===== src/rtl/cpu_mem_arbiter.sv =====
// Shares one single-ported, fixed-latency memory between the CPU instruction
// and data ports. Each access is sequenced IDLE -> ISSUE -> (WAIT) -> DONE.
module cpu_mem_arbiter #(
  parameter int ADDR_W      = 32,
  parameter int DATA_W      = 32,
  parameter int MEM_LATENCY = 1,
  parameter int ARB_MODE    = 0
) (
  input  logic              clk,
  input  logic              rst,
  input  logic              IM_enable,
  input  logic [ADDR_W-1:0] IM_address,
  output logic [DATA_W-1:0] IM_out,
  output logic              IM_valid,
  input  logic              DM_enable,
  input  logic              DM_write,
  input  logic [ADDR_W-1:0] DM_address,
  input  logic [DATA_W-1:0] DM_in,
  output logic [DATA_W-1:0] DM_out,
  output logic              DM_valid,
  output logic              stall,
  output logic              MEM_enable,
  output logic              MEM_write,
  output logic [ADDR_W-1:0] MEM_address,
  output logic [DATA_W-1:0] MEM_in,
  input  logic [DATA_W-1:0] MEM_out
);

  if (MEM_LATENCY < 1 || MEM_LATENCY > 15) begin : g_bad_latency
    $error("cpu_mem_arbiter: MEM_LATENCY must be within 1..15");
  end
  if (ARB_MODE < 0 || ARB_MODE > 2) begin : g_bad_mode
    $error("cpu_mem_arbiter: ARB_MODE must be 0, 1 or 2");
  end

  localparam logic [3:0] LAT4 = 4'(MEM_LATENCY);

  typedef enum logic [1:0] {S_IDLE, S_ISSUE, S_WAIT, S_DONE} state_t;

  state_t            state_q, state_d;
  logic              grant_dm_q, grant_dm_d;
  logic              last_dm_q, last_dm_d;
  logic              write_q, write_d;
  logic [ADDR_W-1:0] addr_q, addr_d;
  logic [DATA_W-1:0] wdata_q, wdata_d;
  logic [3:0]        cnt_q, cnt_d;
  logic [DATA_W-1:0] im_out_q, im_out_d;
  logic [DATA_W-1:0] dm_out_q, dm_out_d;
  logic              pick_dm;

  // A lone requester always wins; a tie is resolved by ARB_MODE.
  always_comb begin
    pick_dm = DM_enable;
    if (IM_enable && DM_enable) begin
      if (ARB_MODE == 1)      pick_dm = 1'b1;
      else if (ARB_MODE == 2) pick_dm = 1'b0;
      else                    pick_dm = ~last_dm_q;
    end
  end

  always_ff @(posedge clk) begin
    if (rst) begin
      state_q    <= S_IDLE;
      grant_dm_q <= 1'b0;
      last_dm_q  <= 1'b1;
      write_q    <= 1'b0;
      addr_q     <= '0;
      wdata_q    <= '0;
      cnt_q      <= '0;
      im_out_q   <= '0;
      dm_out_q   <= '0;
    end else begin
      state_q    <= state_d;
      grant_dm_q <= grant_dm_d;
      last_dm_q  <= last_dm_d;
      write_q    <= write_d;
      addr_q     <= addr_d;
      wdata_q    <= wdata_d;
      cnt_q      <= cnt_d;
      im_out_q   <= im_out_d;
      dm_out_q   <= dm_out_d;
    end
  end

  always_comb begin
    state_d    = state_q;
    grant_dm_d = grant_dm_q;
    last_dm_d  = last_dm_q;
    write_d    = write_q;
    addr_d     = addr_q;
    wdata_d    = wdata_q;
    cnt_d      = cnt_q;
    im_out_d   = im_out_q;
    dm_out_d   = dm_out_q;
    unique case (state_q)
      S_IDLE: begin
        if (IM_enable || DM_enable) begin
          grant_dm_d = pick_dm;
          last_dm_d  = pick_dm;
          write_d    = pick_dm & DM_write;
          addr_d     = pick_dm ? DM_address : IM_address;
          if (pick_dm) wdata_d = DM_in;
          state_d    = S_ISSUE;
        end
      end
      S_ISSUE: begin
        cnt_d   = LAT4;
        state_d = write_q ? S_DONE : S_WAIT;
      end
      S_WAIT: begin
        // Count 1 marks the cycle in which MEM_out carries the read data.
        if (cnt_q == 4'd1) begin
          if (grant_dm_q) dm_out_d = MEM_out;
          else            im_out_d = MEM_out;
          state_d = S_DONE;
        end else begin
          cnt_d = cnt_q - 4'd1;
        end
      end
      S_DONE:  state_d = S_IDLE;
      default: state_d = S_IDLE;
    endcase
  end

  always_comb begin
    MEM_enable = (state_q == S_ISSUE);
    MEM_write  = MEM_enable & write_q;
    IM_valid   = (state_q == S_DONE) & ~grant_dm_q;
    DM_valid   = (state_q == S_DONE) & grant_dm_q;
    stall      = (IM_enable & ~IM_valid) | (DM_enable & ~DM_valid);
  end

  assign MEM_address = addr_q;
  assign MEM_in      = wdata_q;
  assign IM_out      = im_out_q;
  assign DM_out      = dm_out_q;

endmodule


===== config.mk =====
export PLATFORM = sky130hd
export DESIGN_NAME = cpu_mem_arbiter
export DESIGN_NICKNAME = d
export VERILOG_FILES = /design/src/rtl/cpu_mem_arbiter.sv
export SDC_FILE = /design/constraint.sdc
export NUM_CORES = 1
export LEC_CHECK = 0
export CORE_MARGIN = 2
export CORE_UTILIZATION = 44
export CTS_CLUSTER_DIAMETER = 100
export CTS_CLUSTER_SIZE = 30
export DETAILED_ROUTE_END_ITERATION = 10
export GPL_TIMING_DRIVEN = 0
export PLACE_DENSITY_LB_ADDON = 0.05
export SETUP_SLACK_MARGIN = 0.1
export SYNTH_ARGS = -nofsm -noshare
export SYNTH_HDL_FRONTEND = slang
export SYNTH_SLANG_ARGS = --single-unit

===== constraint.sdc =====
create_clock -name clk -period 2.3 [get_ports clk]
set_input_delay 0.23 -clock clk [delete_from_list [all_inputs] [get_ports clk]]
set_output_delay 0.23 -clock clk [all_outputs]
set_load 0.03 [all_outputs]

======== Yosys cells after proc, flatten, opt, wreduce, memory -nomap -nowiden ========
Cells that the tools add are included.
word-level totals
  memories kept ........................... 0
  latch bits .............................. 0
  output and inout bits ................... 133
  bits in read-only memories .............. 0
  bits of input ports ..................... 133
  RAM bits ................................ 0
  register bits after elaboration ......... 137
  logic and storage cells ................. 46
operators by class
  shift-type cells ........................ 0
  $lt $le $gt $ge ......................... 0
  equal/unequal tests ..................... 7
  bitwise operators ....................... 11
  $add $sub $neg .......................... 1
  $mul .................................... 0
  multiplexer cells ....................... 8
  divide/modulo/power cells ............... 0
  reduce and logical (&&, ||, !) cells .... 10
operators by type and width
  cell                                              count
  two-way mux 32 bit                                1
  AND reduction 3 bit                               3
  case mux 2 bit (4 select lines)                   1
  case mux 4 bit (2 select lines)                   1
  bitwise AND 1 bit                                 6
  inequality test 2 bit, second input constant      3
  AND reduction 2 bit                               3
  == test 2 bit, second input constant              2
  == test 4 x 1 -> 1 bit, second input constant     1
  two-way mux 2 bit                                 2
  two-way mux 4 bit                                 1
  inverter 1 bit                                    4
  subtractor 4 x 1 -> 4 bit, second input constant  1
  == test 2 x 1 -> 1 bit, second input constant     1
  zero test 2 bit                                   1
  two-way mux 1 bit                                 2
  nonzero test 2 bit                                1
  logical AND 1 bit                                 1
  logical OR 1 bit                                  1
  bitwise OR 1 bit                                  1

======== Logic depth before layout (Yosys ltp) ========
  depth after elaboration ................. 5
  depth in mapped cells ................... 7
  gate-level depth less buffers ........... 5

======== Worst setup path after synthesis ========
OpenSTA, ideal clock, no wires.
  path kind ............................... register to output
  start point ............................. reg grant_dm_q
  end point ............................... out stall
  slack ................................... 602 ps
  arrival ................................. 1468 ps
  stages on the path, launching flop included .. 5
  path through ............................ dfxtp_1 > clkbuf_1 > nor2b_1 > nor2_1 > a2bb2oi_1
between the ends
  longest elaborated chain between the ends .. 5
  elaborated cells on any way between the ends .. 8
  classes of those cells .................. bitwise (8)
RTL lines
  element                          RTL line  text
  from (decl)                      41        logic grant_dm_q, grant_dm_d;
  from (signal assigned)           74        grant_dm_q <= grant_dm_d;
  inverter 1 bit (no source line)  --
  bitwise AND 1 bit                128       IM_valid = (state_q == S_DONE) & ~grant_dm_q;
  net IM_valid                     14        output logic IM_valid,
  inverter 1 bit                   130       stall = (IM_enable & ~IM_valid) | (DM_enable & ~DM_valid);
  bitwise AND 1 bit                130
  bitwise OR 1 bit                 130
  to (decl)                        21        output logic stall,
The timed path passes the listed nets, and every way through them passes these cells.

======== Final worst setup path ========
  start point ............................. reg state_q[1]
  end point ............................... out MEM_enable
between the ends
  longest elaborated chain between the ends .. 1
RTL lines
  element                 RTL line  text
  from (decl)             40        state_t state_q, state_d;
  from (signal assigned)  73        state_q <= state_d;
  == test 2 x 1 -> 1 bit  126       MEM_enable = (state_q == S_ISSUE);
  to (decl)               22        output logic MEM_enable,
No other way between the ends.

==> key figures <==
Run status
  • Outcome: finished clean

Setup path
  • Max FO, Critical Path: 5
  • CP Capture Type: output pin
  • Setup crit start kind: register
  • Worst EP required: slightly above 2 ns
  • Critical Path AT: about 1.8 ns
  • Setup CP Type: register to output pin

Clock network
  • H-tree depth: 4
  • Total CTS buffers: 17
  • CTS Sinks: about 140
  • Worst-path clk slew: roughly 0.050 ns
  • Clk Latency, worst-skew pair: between 0.4 and 0.5 ns
  • Clock tree buffer depth: 2
  • CTS tree: built
  • Postcts setup bufs: 0
  • Root Buffer: clkbuf_16
  • # hold bufs at CTS: 0

Routing
  • DR pass1 iterations: 6
  • Post-DRT Antenna Nets: 0
  • Post-DR wirelength/cell: 16.72 um
  • Vias: 6,310
  • Vias/cell: between 5 and 6
  • Total wire length: 19,170 um
  • Drt initial violations: between 400 and 500
  • Post-route DRC: 0

Floorplan
  • Die Width: around 120 um
  • Die area: 13,370 um^2
  • Initial Util: 45.28%
  • Top Ports: 266
  • Chip height: 115.6 um
  • FP Rows: 40
  • Core ar.: around 12,000 um^2

GRT
  • Initial antenna violation count: 0
  • Met3 usage: under 10%
  • Aggregate global-route resource usage: 27.83%
  • Met2 usage: 48.85%
  • Met1 GRT Util: between 30% and 40%
  • Layer with the highest usage: met2
  • First-pass GRT wire length: around 30,000 um
  • Largest net degree at the start of global routing: 17
  • Total grt overflow: 0
  • Vias in the first global route: about 6,300

Synthesis
  • Synth Area per Inst: about 8.0 um^2
  • Post-synth top cells: dfxtp_1 (137), o21ai_0 (129), a21oi_1 (100), nand3_1 (100), nand2_1 (70)
  • Prevailing post-synth register cell: dfxtp_1
  • Cells after synthesis: about 680
  • Mux contribution to synthesized area: less than 1%
  • Post-Synth XOR/XNOR Area: 0%
  • Area share of fa/ha/maj cells after synthesis: 1.369%
  • Ys Warns: 0
  • Register area share after synthesis: 50.01%
  • Synth async-reset ratio: 0%
  • Synth top area share: 50.01%
  • Area leader, netlist: dfxtp_1
  • Synthesized cell area: about 5500 um^2
  • EDFF count, synth: 0
  • Library cells used by synthesis: 36
  • Flops & latches, synth: roughly 140
  • Combinational family with the most area after synthesis: compound AO/OA/AOI/OAI gates
  • Most frequent cell after synthesis: dfxtp_1
  • Simple-Gate Fraction of Synth Area: 15.83%
  • Top post-synthesis cells by area: dfxtp_1 (50%), o21ai_0 (12%), a21oi_1 (9.1%)
  • Synth Area in Compound Gates: between 20% and 30%
  • Syn_nets: just over 800

STA
  • Crit share post-route: about nine tenths
  • Setup TNS: 0 ns
  • Actual slew at the worst max-slew pin: slightly above 0.5 ns
  • Final setup violation count: 0
  • Fmax: between 400 and 500 MHz
  • Max-slew violation count: 0
  • Final min period: between 2 and 2.5 ns
  • Rel. slew slack: about two thirds
  • RSZ-0062 raised after global routing: no
  • Setup Skew: 0.008854 ns
  • Fin. Hold Viols: 0

Run
  • Max Cap Violations: 0

Power and ir drop
  • Power per cell area: roughly 1000 nW/um^2
  • Leak Pwr: about 3.2 nW
  • Maximum vdd drop: between 500 and 600 uV

Hold path
  • HP Class: input pin to register

Cells and area
  • Post-route insts no fill: 1,146
  • Area Growth Syn to Fin: 63.20%
  • Layout Nets: 1,105
  • Antenna cells: 0
  • Filler instances: a little under 1,000
  • Layout cell share with drive strength beyond 1: between 5 and 6%
  • Design area: just under 9000 um^2

Placement
  • I/O Buffers: about 260
  • GP Congestion: 0.8532
  • Dpl cell area: 8337 um^2
  • DP HPWL: ~14,000 um
  • Inst Count DP: ~1,100
## critical path, stage by stage (launching register included)
cell and delay (ns):
dfxtp_1 0.35, inv_1 0.09, ha_1 0.22, clkdlybuf4s50_1 0.72
## state kept, by name, summed over array words and instances, names as in the netlist
name / flops
DM_out: 32
IM_out: 32
MEM_address: 32
MEM_in: 32
cnt_q: 4
grant_dm_q: 1
last_dm_q: 1
state_q: 2
write_q: 1
## path summary, 6_finish.rpt
check	from	end	slack, ns	cells past startpoint
setup reg to reg	state_q[0]	grant_dm_q	0.41	6
hold / removal	rst	cnt_q[2]	0.33	3
setup / recovery	state_q[1]	MEM_enable	0.27	3
hold reg to reg	DM_out[7]	DM_out[7]	0.47	2
## layout by cell type, fill, tap and decap left out, types with 3 or more instances in the layout
| cell type | synthesis | routed |
|---|---|---|
| buf_2 | 17 | 17 |
| bufinv_16 | 0 | 4 |
| buf_1 | 4 | 4 |
| nand3_1 | 100 | 100 |
| inv_1 | 6 | 6 |
| clkbuf_16 | 0 | 17 |
| dlymetal6s2s_1 | 0 | 3 |
| a21oi_1 | 100 | 100 |
| clkdlybuf4s50_1 | 0 | 260 |
| clkinv_4 | 0 | 3 |
| a31oi_1 | 32 | 32 |
| clkbuf_1 | 50 | 52 |
| mux2i_1 | 3 | 3 |
| dfxtp_1 | 137 | 137 |
| ha_1 | 6 | 6 |
| nand2_1 | 70 | 70 |
| o21ai_0 | 129 | 129 |
## repair_timing
action / 4_1_cts / 5_1_grt
resized for setup: 2 / 5
setup endpoints to repair: 2 / 4
cloned: 0 / 0
## metrics by stage
stage               hold WS [ns]  worst slack (ns)  util [%]  total power (W)
CTS                       0.3417            0.1070     73.86         0.008908
floorplan                 0.3777            0.6019         -         0.004766
global placement          0.4608            0.1673     68.83         0.005997
detailed placement        0.4688            0.1275     68.83         0.006075
finish                    0.3327            0.2729     73.89         0.008897
global route              0.3547            0.2226     73.89         0.009300
## per-layer routing
metal	routed length (um)	part of all wire, %
met1	7324	38
met2	9416	49
met3	1737	9.1
met4	686	3.6
met5	0	0
## where the power goes
part | switching, W | internal [W] | total [W]
Combinational | 0.00196 | 0.00119 | 0.00315
Clock | 0.00101 | 0.00181 | 0.00282
Sequential | 0.000200 | 0.00272 | 0.00292
Total | 0.00317 | 0.00572 | 0.00890
## area by class of cell
cell class	count	area, um^2	share of cell area, %
plain buffers	72	300.3	3.355
clock buffers	20	436.7	4.879
clock inverters	11	172.7	1.929
inverters	8	30.03	0.3355
multi-input cells	466	2412	26.95
flip-flops and latches	137	2743	30.64
well taps	168	210.2	2.349
repair buffers	264	2645	29.55
## cell families (layout without fill, tap and decap cells)
logic type                 Yosys count  after routing
and+or+nand+nor                    185            185
DFF                                137            137
adders and majority gates            6              6
buffers and inverters               80            375
AOI/OAI and AO/OA                  272            272
muxes                                3              3
No activity file was read; power rests on OpenSTA's default activity.
